==> config.mk <==
export PLATFORM = sky130hd
export DESIGN_NAME = conv_relu_maxpool_stream
export DESIGN_NICKNAME = d
export VERILOG_FILES = /design/src/rtl/conv_relu_maxpool_stream.sv
export SDC_FILE = /design/constraint.sdc
export NUM_CORES = 1
export LEC_CHECK = 0
export BUFFER_PORTS_ARGS = -buffer_cell sky130_fd_sc_hd__buf_4
export CORE_UTILIZATION = 40
export CTS_CLUSTER_DIAMETER = 120
export DETAILED_ROUTE_END_ITERATION = 7
export SYNTH_ARGS = -nofsm -noshare
export SYNTH_HDL_FRONTEND = slang
export SYNTH_SLANG_ARGS = --single-unit
==> constraint.sdc <==
create_clock -name clk -period 13.4 [get_ports clk]
set_input_delay 2.68 -clock clk [delete_from_list [all_inputs] [get_ports clk]]
set_output_delay 2.68 -clock clk [all_outputs]
set_load 0.01 [all_outputs]
==> src/rtl/conv_relu_maxpool_stream.sv <==
// Streaming ReLU + 2x2/stride-2 max-pool over raster-ordered float16 conv maps.
// Define CONV_POOL_RELU_EN to clamp negatives to zero before pooling; otherwise signed float16 ordering is used.
module conv_relu_maxpool_stream #(
  parameter int DATA_WIDTH = 16,
  parameter int H          = 160,
  parameter int W          = 160,
  parameter int K          = 64
) (
  input  logic                  clk,
  input  logic                  reset,
  input  logic                  in_valid,
  output logic                  in_ready,
  input  logic [DATA_WIDTH-1:0] in_data,
  output logic                  out_valid,
  input  logic                  out_ready,
  output logic [DATA_WIDTH-1:0] out_data,
  output logic                  frame_done
);

  localparam int CW    = (W > 1) ? $clog2(W) : 1;
  localparam int RW    = (H > 1) ? $clog2(H) : 1;
  localparam int KW    = (K > 1) ? $clog2(K) : 1;
  localparam int LD    = (W / 2 > 0) ? W / 2 : 1;
  localparam int LW    = (LD > 1) ? $clog2(LD) : 1;
  localparam bit W_ODD = (W % 2) == 1;
  localparam bit H_ODD = (H % 2) == 1;

  localparam logic [DATA_WIDTH-1:0] SIGN_BIT = {1'b1, {(DATA_WIDTH-1){1'b0}}};

  // The MSB is the float16 sign bit; exponent and mantissa follow towards the LSB.
  function automatic logic [DATA_WIDTH-1:0] relu(input logic [DATA_WIDTH-1:0] x);
`ifdef CONV_POOL_RELU_EN
    return x[DATA_WIDTH-1] ? '0 : x;
`else
    return x;
`endif
  endfunction

  // Ordering key: unsigned compare of keys matches float ordering (NaN excepted).
  function automatic logic [DATA_WIDTH-1:0] cmp_key(input logic [DATA_WIDTH-1:0] x);
`ifdef CONV_POOL_RELU_EN
    return x;
`else
    if (x == SIGN_BIT)           return SIGN_BIT;
    else if (x[DATA_WIDTH-1])    return ~x;
    else                         return x | SIGN_BIT;
`endif
  endfunction

  // Ties keep the earlier operand.
  function automatic logic [DATA_WIDTH-1:0] pick_max(input logic [DATA_WIDTH-1:0] earlier,
                                                    input logic [DATA_WIDTH-1:0] later);
    return (cmp_key(later) > cmp_key(earlier)) ? later : earlier;
  endfunction

  logic [CW-1:0]         col_q, col_d;
  logic [RW-1:0]         row_q, row_d;
  logic [KW-1:0]         ch_q, ch_d;
  logic [DATA_WIDTH-1:0] pair_q, pair_d;
  logic [DATA_WIDTH-1:0] out_data_q, out_data_d;
  logic                  out_valid_q, out_valid_d;
  logic                  frame_done_q, frame_done_d;

  logic [DATA_WIDTH-1:0] lbuf_q [LD];
  logic                  lbuf_we;
  logic [LW-1:0]         lbuf_idx;
  logic [DATA_WIDTH-1:0] lbuf_wdata;

  logic                  accept;
  logic                  col_last, row_last, ch_last;
  logic                  in_window;
  logic [DATA_WIDTH-1:0] x;

  assign in_ready  = reset & (~out_valid_q | out_ready);
  assign accept    = in_valid & in_ready;
  assign x         = relu(in_data);

  assign col_last  = (col_q == CW'(W - 1));
  assign row_last  = (row_q == RW'(H - 1));
  assign ch_last   = (ch_q  == KW'(K - 1));
  assign in_window = !(W_ODD && col_last) && !(H_ODD && row_last);
  assign lbuf_idx  = LW'(col_q >> 1);

  always_comb begin
    // NOTE: every signal assigned here gets a default first, so no latch can be inferred.
    col_d        = col_q;
    row_d        = row_q;
    ch_d         = ch_q;
    pair_d       = pair_q;
    out_data_d   = out_data_q;
    out_valid_d  = out_valid_q & ~out_ready;
    frame_done_d = 1'b0;
    lbuf_we      = 1'b0;
    lbuf_wdata   = pick_max(pair_q, x);

    if (accept) begin
      col_d        = col_last ? '0 : col_q + CW'(1);
      frame_done_d = col_last & row_last & ch_last;
      if (col_last) begin
        row_d = row_last ? '0 : row_q + RW'(1);
        if (row_last) ch_d = ch_last ? '0 : ch_q + KW'(1);
      end

      // Even column parks the left half of a window; odd column closes it.
      if (in_window) begin
        if (!col_q[0]) begin
          pair_d = x;
        end else if (!row_q[0]) begin
          lbuf_we = 1'b1;
        end else begin
          out_data_d  = pick_max(pick_max(lbuf_q[lbuf_idx], pair_q), x);
          out_valid_d = 1'b1;
        end
      end
    end
  end

  // NOTE: state flops use non-blocking assignments only; all next-state logic lives in always_comb.
  always_ff @(posedge clk) begin
    if (!reset) begin
      col_q        <= '0;
      row_q        <= '0;
      ch_q         <= '0;
      pair_q       <= '0;
      out_data_q   <= '0;
      out_valid_q  <= 1'b0;
      frame_done_q <= 1'b0;
    end else begin
      col_q        <= col_d;
      row_q        <= row_d;
      ch_q         <= ch_d;
      pair_q       <= pair_d;
      out_data_q   <= out_data_d;
      out_valid_q  <= out_valid_d;
      frame_done_q <= frame_done_d;
    end
  end

  // NOTE: the line buffer has no reset; an even row rewrites every entry before an odd row reads it.
  always_ff @(posedge clk) begin
    if (lbuf_we) lbuf_q[lbuf_idx] <= lbuf_wdata;
  end

  assign out_valid  = out_valid_q;
  assign out_data   = out_data_q;
  assign frame_done = frame_done_q;

endmodule

==> flow_summary.json <==
{
  "status": "complete, but fails checks",
  "violations": "capacitance limit, slew limit",
  "nFillCells": 11200,
  "worstPathMaxFanout": 48,
  "final_hold_viol_count": 0,
  "synthArstFlopShare_pct": 0,
  "clk_latency_ns": 0.76,
  "synth_fp_nets": 2958,
  "design.die.area_mm2": 0.138,
  "reg2reg_depth": 33,
  "final.setup.tns_ns": 0,
  "wl_um": 142000,
  "start_kind": "flop",
  "viasPerCell": 5.75,
  "wl_per_cell_um": 28.8,
  "cts.sinks": 1343,
  "clock_skew_ns": 0.0311,
  "post-place-ws_ns": 2.19,
  "critPathMaxStageDelay_ns": 1.26,
  "yosys_warnings": 0,
  "cts_tree": "done",
  "core_mm2": 0.135,
  "num_vias": 28300,
  "drv_cap": 1,
  "hold_buffers": 0,
  "synth_common_cells": "edfxtp_1 (1280), mux4_2 (283), mux2i_1 (187)",
  "synth_area_per_cell_um2": 18.9,
  "cts_made_buffers": 136,
  "ys.flop_type": "edfxtp_1",
  "die_width_um": 371,
  "tightest_slew_ns": 1.56,
  "hold_class": "flop to flop",
  "overflow": 0,
  "clock_tree.htree_level_count": 4,
  "firstDrtPassIters": 6,
  "crit_path_end_kind": "flop",
  "hpwl_um": 87300,
  "dr.first_iter.drc_count": 3291,
  "synth-edff-count": 1280,
  "path_class": "flop to flop",
  "hold_path_depth": 2,
  "syn_area_mm2": 0.0545,
  "first_global_vias": 28200,
  "gp_congestion": 0.916,
  "drc": 0,
  "period_needed_ns": 11.63,
  "crit_path_top_delay_cell": "a2111oi_0",
  "numPortBuffers": 38,
  "rows": 135,
  "r2r_setup_slack_ns": 1.77,
  "max_freq_ghz": 0.0860,
  "grt_util_all_layers_pct": 20.8,
  "synth_top_area_share_pct": 70.6,
  "synthToLayoutAreaGrowth_pct": 13.5,
  "cts_root_buffer": "clkbuf_16",
  "postCtsSetupRepairBufs": 0,
  "grt_max_degree": 128,
  "rsz0062_at_grt": "no",
  "cts_resized": 0,
  "antenna_found_initial": 4,
  "yosys.area.top_type": "edfxtp_1",
  "finalSetupViolCount": 0,
  "hold_path_end": "out_data[12]",
  "synth.area.top_cells": "edfxtp_1 (71%), mux4_2 (12%), mux2i_1 (3.4%)",
  "powerDensity_mw_per_mm2": 148,
  "fin_nets": 3117,
  "netlist_instances": 2883,
  "hp-start": "out_data[12]",
  "io_pins": 39,
  "synth.ff_latch_count": 1343,
  "ant_nets": 0,
  "ys_seq_area_share_pct": 72.9,
  "yosysMostFrequentCell": "edfxtp_1",
  "clockBufferDepth": 3,
  "r2r-end": "out_data[10]",
  "slew_violations": 2,
  "clkTransAtPathRegs_ns": 0.06,
  "die_y_um": 371,
  "yosysUniqueCellTypes": 66,
  "finish.utilization_pct": 45.7,
  "vdd.ir_drop.worst_v": 0.000124,
  "arrival_ns": 12.30,
  "start_util_pct": 40.3,
  "finalCritPeriodShare_pct": 86.8,
  "setup_slack_ns": 1.77,
  "grt_pass1_wl_um": 204000,
  "crit_required_ns": 14.06,
  "power_leakage_nw": 19.3,
  "drive_above_1_share_pct": 22.1,
  "finalPower_mw": 9.14,
  "maxSlewHeadroom_pct": -6.60
}
==> worst max-delay path: cells and delay by family, from the launching register on <==
| kind | cells | cell delay, ns |
|---|---|---|
| adder cells (fa/ha/maj) | 3 | 0.61 |
| flip-flops | 1 | 0.98 |
| AO/OA/AOI/OAI | 13 | 4.60 |
| buffers and inverters | 4 | 1.26 |
| AND/OR/NAND/NOR | 11 | 3.54 |
| multiplexers | 2 | 0.49 |
==> sequential cells by signal, summed over array words and instances, names as in the netlist, named ones only <==
signal	flops
lbuf_q	1280
out_data	16
frame_done	1
out_valid	1
col_q	8
pair_q	16
ch_q	6
row_q	8
==> final cells by class <==
cell class	instances	area [um2]	share of cell area, %
inverters	39	146	0.237
repair buffers	168	1310	2.13
diodes	1	2.50	0.00405
well taps	1781	2230	3.61
clock inverters	69	853	1.38
clock buffers	173	3660	5.92
flip-flops and latches	1343	39700	64.3
multi-input cells	1354	13900	22.5
==> where the power goes <==
group / switching [mW] / leakage, nW / internal (mW)
logic: 0.385 / 5.09 / 0.177
clock network: 1.56 / 2.18 / 2.28
registers: 0.0128 / 12.0 / 4.71
==> worst max-delay path by stage <==
stage / from / endpoint / slack [ns]
global placement: flop / out_data[10] / 2.04
global route: flop / out_data[8] / 1.22
finish: flop / out_data[10] / 1.77
CTS: flop / out_data[14] / 2.19
floorplan: flop / out_data[0] / 4.16
detailed placement: flop / out_data[14] / 2.19
==> kinds of logic (layout without fill, tap and decap cells) <==
kind of cell,Yosys count,in the layout,share of synthesized area (%)
other,0,1,0
AO/OA/AOI/OAI,241,241,3.09
AND/OR/NAND/NOR,485,485,4.13
buffers and inverters,186,449,1.72
adder cells (fa/ha/maj),55,55,1.26
flip-flops,1343,1343,72.9
multiplexers,499,499,15.7
XOR/XNOR,74,74,1.19
==> per-layer routing <==
metal,vias to the layer above,global-route usage [%],wire length (um)
met4,2,6.27,3710
met5,-,0,11
met1,15000,29.6,60700
met2,1185,32.5,67300
met3,197,3.82,10400
li1,11900,-,-
==> cell usage in the layout, fill, tap and decap left out, types with 35 or more instances in the layout <==
| cell | n |
|---|---|
| nand3_1 | 59 |
| nand2_1 | 170 |
| buf_4 | 163 |
| dfxtp_1 | 58 |
| o21ai_0 | 36 |
| mux2i_1 | 184 |
| clkbuf_16 | 141 |
| inv_1 | 35 |
| mux4_2 | 283 |
| xnor2_1 | 47 |
| ha_1 | 55 |
| nor2_1 | 138 |
| a22oi_1 | 51 |
| edfxtp_1 | 1280 |
==> per-stage QoR <==
step,cell area [um2],std cells,hold WS (ns)
final,61800,4928,0.504
after global routing,61800,4927,0.538
after CTS,61800,4927,0.498
after detailed placement,57300,4685,0.490
after global placement,57300,4684,0.486
after floorplan,54500,2883,0.456
Power figures use the tool's default switching activity.
